--- src/rtl/vp_pkg.sv ---
// Shared definitions for the video-pipeline blocks.
//   tpg_mode_e  : test-pattern selector (bars, ramp, checkerboard, solid)
//   tpg_state_e : pattern-source run state
//   BAR_RGB     : colour-bar table, entry 0 is the leftmost bar
package vp_pkg;

    typedef enum logic [1:0] {
        TPG_BARS  = 2'd0,
        TPG_RAMP  = 2'd1,
        TPG_CHECK = 2'd2,
        TPG_SOLID = 2'd3
    } tpg_mode_e;

    typedef enum logic {
        TPG_IDLE = 1'b0,
        TPG_RUN  = 1'b1
    } tpg_state_e;

    localparam int unsigned CNT_W = 12;

    // Packed so that BAR_RGB[i] is bar i; the last listed element is index 0.
    localparam logic [7:0][23:0] BAR_RGB = {
        24'h000000, 24'h0000FF, 24'hFF0000, 24'hFF00FF,
        24'h00FF00, 24'h00FFFF, 24'hFFFF00, 24'hFFFFFF
    };

endpackage

--- src/rtl/vtiming_cnt.sv ---
// Raster timing counters: 12-bit horizontal/vertical position, active-area
// and vsync decode, and a strobe on the last position of the frame.
//   clk, rst_n   : pixel clock, asynchronous active-low reset
//   run_i        : advance the counters this cycle
//   h_cnt_o      : pixel position within the line (0..H_TOTAL-1)
//   v_cnt_o      : line position within the frame (0..V_TOTAL-1)
//   active_o     : current position is inside the displayed image
//   vs_o         : current line is inside the vsync window
//   frame_end_o  : current position is the last one of the frame
// Outputs are combinational decodes of the counter registers.
module vtiming_cnt
    import vp_pkg::*;
#(
    parameter logic [11:0] IMG_HDISP = 12'd1280,
    parameter logic [11:0] IMG_VDISP = 12'd720,
    parameter logic [11:0] H_BLANK   = 12'd370,
    parameter logic [11:0] V_FP      = 12'd5,
    parameter logic [11:0] V_SYNC    = 12'd5,
    parameter logic [11:0] V_BP      = 12'd20
) (
    input  logic              clk,
    input  logic              rst_n,
    input  logic              run_i,
    output logic [CNT_W-1:0]  h_cnt_o,
    output logic [CNT_W-1:0]  v_cnt_o,
    output logic              active_o,
    output logic              vs_o,
    output logic              frame_end_o
);

    localparam int unsigned H_TOT = 32'(IMG_HDISP) + 32'(H_BLANK);
    localparam int unsigned V_TOT = 32'(IMG_VDISP) + 32'(V_FP) + 32'(V_SYNC) + 32'(V_BP);

    if (H_TOT > 4095 || V_TOT > 4095 || H_TOT == 0 || V_TOT == 0) begin : g_bad_timing
        $error("vtiming_cnt: H_TOTAL and V_TOTAL must be in 1..4095");
    end

    localparam logic [CNT_W-1:0] H_LAST   = CNT_W'(H_TOT - 1);
    localparam logic [CNT_W-1:0] V_LAST   = CNT_W'(V_TOT - 1);
    localparam logic [CNT_W-1:0] VS_START = CNT_W'(32'(IMG_VDISP) + 32'(V_FP));
    localparam logic [CNT_W-1:0] VS_END   = CNT_W'(32'(IMG_VDISP) + 32'(V_FP) + 32'(V_SYNC));

    logic [CNT_W-1:0] h_cnt_q, h_cnt_d;
    logic [CNT_W-1:0] v_cnt_q, v_cnt_d;
    logic             h_last;
    logic             v_last;

    assign h_last = (h_cnt_q == H_LAST);
    assign v_last = (v_cnt_q == V_LAST);

    always_comb begin
        h_cnt_d = h_cnt_q;
        v_cnt_d = v_cnt_q;
        if (run_i) begin
            if (h_last) begin
                h_cnt_d = '0;
                v_cnt_d = v_last ? '0 : v_cnt_q + 12'd1;
            end else begin
                h_cnt_d = h_cnt_q + 12'd1;
            end
        end
    end

    always_ff @(posedge clk or negedge rst_n) begin
        if (!rst_n) begin
            h_cnt_q <= '0;
            v_cnt_q <= '0;
        end else begin
            h_cnt_q <= h_cnt_d;
            v_cnt_q <= v_cnt_d;
        end
    end

    assign h_cnt_o     = h_cnt_q;
    assign v_cnt_o     = v_cnt_q;
    assign active_o    = (h_cnt_q < IMG_HDISP) && (v_cnt_q < IMG_VDISP);
    assign vs_o        = (v_cnt_q >= VS_START) && (v_cnt_q < VS_END);
    assign frame_end_o = h_last && v_last;

endmodule

--- src/rtl/video_tpg.sv ---
// Video test-pattern source producing a vs/de/RGB888 stream.
//   clk, rst_n  : pixel clock, asynchronous active-low reset
//   EN          : run request, acted on only at frame boundaries
//   mode        : 0 colour bars, 1 grey ramp, 2 checkerboard, 3 solid
//   solid_rgb   : {R,G,B} for the solid pattern
//   post_vs     : vertical sync, active high
//   post_de     : pixel valid
//   post_data   : pixel {R,G,B}, zero outside the active area
//   frame_done  : one-cycle pulse for the last position of each frame
// All outputs are registered one cycle behind the counter position.
module video_tpg
    import vp_pkg::*;
#(
    parameter logic [11:0] IMG_HDISP = 12'd1280,
    parameter logic [11:0] IMG_VDISP = 12'd720,
    parameter logic [11:0] H_BLANK   = 12'd370,
    parameter logic [11:0] V_FP      = 12'd5,
    parameter logic [11:0] V_SYNC    = 12'd5,
    parameter logic [11:0] V_BP      = 12'd20
) (
    input  logic        clk,
    input  logic        rst_n,
    input  logic        EN,
    input  logic [1:0]  mode,
    input  logic [23:0] solid_rgb,
    output logic        post_vs,
    output logic        post_de,
    output logic [23:0] post_data,
    output logic        frame_done
);

    localparam logic [CNT_W-1:0] BAR_W    = IMG_HDISP >> 3;
    localparam logic [CNT_W-1:0] BAR_W_M1 = BAR_W - 12'd1;

    tpg_state_e        state_q, state_d;
    logic              run;
    logic [CNT_W-1:0]  h_cnt;
    logic [CNT_W-1:0]  v_cnt;
    logic              active;
    logic              vs;
    logic              frame_end;
    logic              frame_start;

    tpg_mode_e         mode_sh_q;
    logic [23:0]       rgb_sh_q;
    tpg_mode_e         cur_mode;
    logic [23:0]       cur_rgb;

    logic [2:0]        bar_idx_q, bar_idx_d, bar_idx_cur;
    logic [CNT_W-1:0]  bar_px_q, bar_px_d, bar_px_cur;
    logic [23:0]       pix;

    logic              vs_q, de_q, fd_q;
    logic [23:0]       data_q;

    vtiming_cnt #(
        .IMG_HDISP (IMG_HDISP),
        .IMG_VDISP (IMG_VDISP),
        .H_BLANK   (H_BLANK),
        .V_FP      (V_FP),
        .V_SYNC    (V_SYNC),
        .V_BP      (V_BP)
    ) u_timing (
        .clk         (clk),
        .rst_n       (rst_n),
        .run_i       (run),
        .h_cnt_o     (h_cnt),
        .v_cnt_o     (v_cnt),
        .active_o    (active),
        .vs_o        (vs),
        .frame_end_o (frame_end)
    );

    assign run = (state_q == TPG_RUN);

    // Run state: leaving RUN is only possible on the frame's last position.
    always_comb begin
        state_d = state_q;
        case (state_q)
            TPG_IDLE: if (EN) state_d = TPG_RUN;
            TPG_RUN:  if (frame_end && !EN) state_d = TPG_IDLE;
            default:  state_d = TPG_IDLE;
        endcase
    end

    always_ff @(posedge clk or negedge rst_n) begin
        if (!rst_n) state_q <= TPG_IDLE;
        else        state_q <= state_d;
    end

    // Shadow registers load at (0,0); the bypass lets pixel 0 of the new
    // frame already use the freshly sampled settings.
    assign frame_start = run && (h_cnt == '0) && (v_cnt == '0);
    assign cur_mode    = frame_start ? tpg_mode_e'(mode) : mode_sh_q;
    assign cur_rgb     = frame_start ? solid_rgb : rgb_sh_q;

    always_ff @(posedge clk or negedge rst_n) begin
        if (!rst_n) begin
            mode_sh_q <= TPG_BARS;
            rgb_sh_q  <= '0;
        end else if (frame_start) begin
            mode_sh_q <= tpg_mode_e'(mode);
            rgb_sh_q  <= solid_rgb;
        end
    end

    // Bar index tracks h_cnt: registers hold the value for the current
    // position, forced to bar 0 whenever h_cnt is 0.
    assign bar_idx_cur = (h_cnt == '0) ? 3'd0 : bar_idx_q;
    assign bar_px_cur  = (h_cnt == '0) ? '0 : bar_px_q;

    always_comb begin
        bar_idx_d = bar_idx_cur;
        bar_px_d  = bar_px_cur + 12'd1;
        if (bar_px_cur == BAR_W_M1) begin
            bar_px_d  = '0;
            bar_idx_d = (bar_idx_cur == 3'd7) ? 3'd7 : bar_idx_cur + 3'd1;
        end
    end

    always_ff @(posedge clk or negedge rst_n) begin
        if (!rst_n) begin
            bar_idx_q <= '0;
            bar_px_q  <= '0;
        end else begin
            bar_idx_q <= bar_idx_d;
            bar_px_q  <= bar_px_d;
        end
    end

    always_comb begin
        pix = '0;
        case (cur_mode)
            TPG_BARS:  pix = BAR_RGB[bar_idx_cur];
            TPG_RAMP:  pix = {3{h_cnt[7:0]}};
            TPG_CHECK: pix = (h_cnt[5] ^ v_cnt[5]) ? '1 : '0;
            TPG_SOLID: pix = cur_rgb;
            default:   pix = '0;
        endcase
    end

    always_ff @(posedge clk or negedge rst_n) begin
        if (!rst_n) begin
            vs_q   <= 1'b0;
            de_q   <= 1'b0;
            data_q <= '0;
            fd_q   <= 1'b0;
        end else if (run) begin
            vs_q   <= vs;
            de_q   <= active;
            data_q <= active ? pix : '0;
            fd_q   <= frame_end;
        end else begin
            vs_q   <= 1'b0;
            de_q   <= 1'b0;
            data_q <= '0;
            fd_q   <= 1'b0;
        end
    end

    assign post_vs    = vs_q;
    assign post_de    = de_q;
    assign post_data  = data_q;
    assign frame_done = fd_q;

endmodule
--- config.mk ---
export PLATFORM = sky130hd
export DESIGN_NAME = video_tpg
export DESIGN_NICKNAME = d
export VERILOG_FILES = /design/src/rtl/vp_pkg.sv /design/src/rtl/vtiming_cnt.sv /design/src/rtl/video_tpg.sv
export SDC_FILE = /design/constraint.sdc
export NUM_CORES = 1
export LEC_CHECK = 0
export ABC_AREA = 0
export BUFFER_PORTS_ARGS = -buffer_cell sky130_fd_sc_hd__buf_2
export CAP_MARGIN = 20
export CELL_PAD_IN_SITES_DETAIL_PLACEMENT = 2
export CELL_PAD_IN_SITES_GLOBAL_PLACEMENT = 2
export CORE_MARGIN = 3
export CORE_UTILIZATION = 40
export CTS_CLUSTER_DIAMETER = 100
export CTS_CLUSTER_SIZE = 12
export DETAILED_ROUTE_END_ITERATION = 16
export PLACE_DENSITY = 0.85
export SYNTH_ARGS = -nofsm -noshare
export SYNTH_HDL_FRONTEND = slang
export SYNTH_SLANG_ARGS = --single-unit
export TNS_END_PERCENT = 1
--- constraint.sdc ---
create_clock -name clk -period 5.3 [get_ports clk]
set_input_delay 0.265 -clock clk [delete_from_list [all_inputs] [get_ports clk]]
set_output_delay 0.265 -clock clk [all_outputs]
set_load 0.1 [all_outputs]
==> results.md <==
- FMAX: roughly 310 MHz
- Residual DRC: 0
- Post-Syn Instances: 523
- Clock tree root buffer cell: clkbuf_16
- Clk buf depth: 2
- Distinct cells, synth: between 50 and 60
- RSZ-0062 raised after global routing: no
- GRT Total Usage: 24.6%
- Simple-gate portion of the synthesized area: a little under a fifth
- Layout cell share with drive strength beyond 1: approximately 20%
- Largest net degree at the start of global routing: 66
- Hold Vio Cnt, Final: 0
- # IOs: 56
- Design area: around 5900 µm²
- XOR/XNOR share of the synthesized area: 3.69%
- Die area: about 14000 µm²
- Post-synth ARST share: 100%
- Placed Area: about 5600 µm²
- Mapped cell area: 5230 µm²
- CORE AREA: between 10000 and 15000 µm²
- Post-route minimum period: ~3.2 ns
- Num CTS Buffers: 9
- Hold EP: run$_DFF_PN0_
- P_leak: approximately 0.0025 µW
- P per Cell Area: between 600 and 700 nW/µm²
- Leading cell type in the layout, fill and taps excluded: dfrtp_1
- Worst Tran Pin Value: about 0.92 ns
- Routed WL: 16.9 mm
- Vias: 4367
- Yosys reg bits: slightly above 90
- Drt first pass iters: 4
- Max cap viols: 0
- Number of core rows: 41
- Compound-Gate Fraction of Synth Area: between 10% and 20%
- Post-synthesis mux area share: roughly 8.6%
- Fin worst setup slack: between 2 and 2.5 ns
- Hpwl dp: approximately 11 mm
- Synth Flop Type: dfrtp_1
- Setup Skew: ~0.011 ns
- Total Neg Setup Slack: 0 ns
- YS warnings: 0
- Drt initial violations: between 200 and 250
- R2R setup slack: ~2.1 ns
- Outcome: complete, no violations
- Post-synth EDFFs: 0
- Critical Path AT: between 3 and 4 ns
- TritonCTS clock tree: built
- Port Buffers: 55
- Clk_lat worst skew: 0.36 ns
- Slew Limit Headroom: a little under two fifths
- Post-Place Worst Slack: roughly 2.1 ns
- Worst r2r src: u_timing.h_cnt_o[8]$_DFFE_PN0P_
- H-tree lvl count: 3
- Initial antenna violation count: 0
- Worst r2r path cells: 8
- Largest family of logic cells by synthesized area: simple AND/OR/NAND/NOR gates
- Fin Hold WS: 0.0817 ns
- Ratio of final minimum period to clock period: 60.3%
- Most frequent cells in the layout: 93 x dfrtp_1, 54 x buf_2, 43 x nand2_1, 31 x a21oi_1, 27 x nor2_1
- Hold Path Depth: 2
- Max-slew violation count: 0
- Worst R2R End: bar_px_q[7]$_DFF_PN0_
- Max VDD drop: roughly 0.00026 V
- Via-to-Cell Ratio: between 5 and 6
- Mean Syn Cell Area: between 9 and 10 µm²
- Worst-path clk slew: roughly 0.06 ns
- Die height: ~120 µm
- Synth Area in Adders: approximately 2.2%
- GPL Wtd Cong: roughly 0.83
- Synth Net Count: 561
- First-pass GRT wire length: approximately 28 mm
- CP Data Required Time: approximately 5.6 ns
- WL/cell: roughly 23 µm
- Final ANT Viol Nets: 0
- Clock sink count: between 90 and 100
- CP endpoint kind: flop
- Final Net Count: just under 600
- Total gr overflow: 0
- # resized after CTS: 0
- Final setup vio count: 0
- Die Wd: ~120 µm
- Antenna Diode Count: 0
- Vias in the first global route: slightly below 5000
- Layout area overhead: 12.9%
- Crit path launch type: flop
- Seq/Total Area, Yosys: approximately 45%
- CP max FO: 15
- Worst min path class: in -> reg
- Critical path type: reg -> reg
- Worst hold start: EN
- Initial Util: roughly two fifths
==> worst max-delay path by stage <==
stage                                    startpoint                endpoint  cells after the start
global placement    u_timing.h_cnt_o[8]$_DFFE_PN0P_   bar_px_q[9]$_DFF_PN0_                      8
finish              u_timing.h_cnt_o[8]$_DFFE_PN0P_   bar_px_q[7]$_DFF_PN0_                      8
detailed placement  u_timing.h_cnt_o[8]$_DFFE_PN0P_   bar_px_q[7]$_DFF_PN0_                      8
CTS                 u_timing.h_cnt_o[8]$_DFFE_PN0P_   bar_px_q[8]$_DFF_PN0_                      8
global route        u_timing.v_cnt_o[1]$_DFFE_PN0P_   rgb_sh_q[0]$_DFF_PN0_                      6
floorplan           u_timing.h_cnt_o[3]$_DFFE_PN0P_  bar_px_q[10]$_DFF_PN0_                     12
==> flip-flops by register name (all words and copies together) (netlist names), 2 cells and up <==
register          flops
u_timing.v_cnt_o     12
bar_idx_q             3
u_timing.h_cnt_o     12
rgb_sh_q             24
mode_sh_q             2
post_data            24
bar_px_q             12
==> logic make-up (layout without fill, tap and decap cells) <==
group	after synthesis	after routing
AND/OR/NAND/NOR	179	179
XOR/XNOR	22	22
adder cells (fa/ha/maj)	9	9
buffers and inverters	55	92
flip-flops	93	93
multiplexers	34	34
AO/OA/AOI/OAI	131	131
==> metrics by stage <==
step                      instances  util [%]  power [µW]
after floorplan                 523         -        2590
after global placement          715      44.0        2960
after detailed placement        715      44.0        3060
after CTS                       732      46.4        3750
after global routing            732      46.4        3940
final                           732      46.4        3720
==> cell type report <==
type / instances / area (µm²)
multi-input combinational: 375 / 2680
clock buffer: 11 / 243
sequential: 93 / 2330
tap: 172 / 215
fill: 1388 / 6820
timing repair buffer: 63 / 340
inverter: 13 / 48.8
clock inverter: 5 / 50.0
==> cell usage after synthesis (4+ instances only) <==
cell / n / area share, %
nor2b_1: 7 / 0.84
a32o_1: 5 / 0.96
nand3_1: 16 / 1.5
a211oi_1: 16 / 2.3
mux2i_1: 7 / 1.3
a31oi_1: 7 / 0.84
a21oi_1: 31 / 3.0
xor2_1: 10 / 1.7
and3_1: 15 / 1.8
nand4_1: 12 / 1.4
mux2_4: 20 / 5.7
xnor2_1: 12 / 2.0
o211ai_1: 13 / 1.9
and2_1: 4 / 0.48
dfrtp_1: 93 / 45
and4_1: 5 / 0.84
mux2_1: 5 / 1.1
clkbuf_1: 32 / 2.3
o21ai_0: 18 / 1.7
nand2_1: 43 / 3.1
nand2b_1: 13 / 1.6
ha_1: 9 / 2.2
nor2_1: 27 / 1.9
nor3_1: 10 / 0.96
a32oi_1: 22 / 3.7
inv_1: 13 / 0.93
buf_2: 6 / 0.57
nand3b_1: 4 / 0.57
==> where the power goes <==
part	switching, µW	total [µW]	internal (µW)
clock network	281	657	375
logic	1360	1900	545
registers	201	1160	964
total	1840	3720	1880
==> routing by layer <==
metal	routed length (µm)	track usage, %	part of all wire, %
met1	7210	32.0	43
met2	8800	42.5	52
met3	627	3.88	3.7
met4	227	7.22	1.3
met5	0	0	0
==> critical path, stage by stage (launching register included) <==
cell and delay [ns]:
dfrtp_1 0.44, or4_1 0.70, or4_4 0.70, and2_1 0.22, ha_1 0.25, nand4_1 0.16
nor3_1 0.15, or2_2 0.35, nor2_1 0.14
==> what timing repair did <==
item | 4_1_cts | 5_1_grt
setup endpoints to repair | 0 | 0
buffers inserted | 0 | 0
hold endpoints to repair | 28 | 0
hold buffers | 1 | 0
Note: power is estimated with default switching activity, not from simulation.
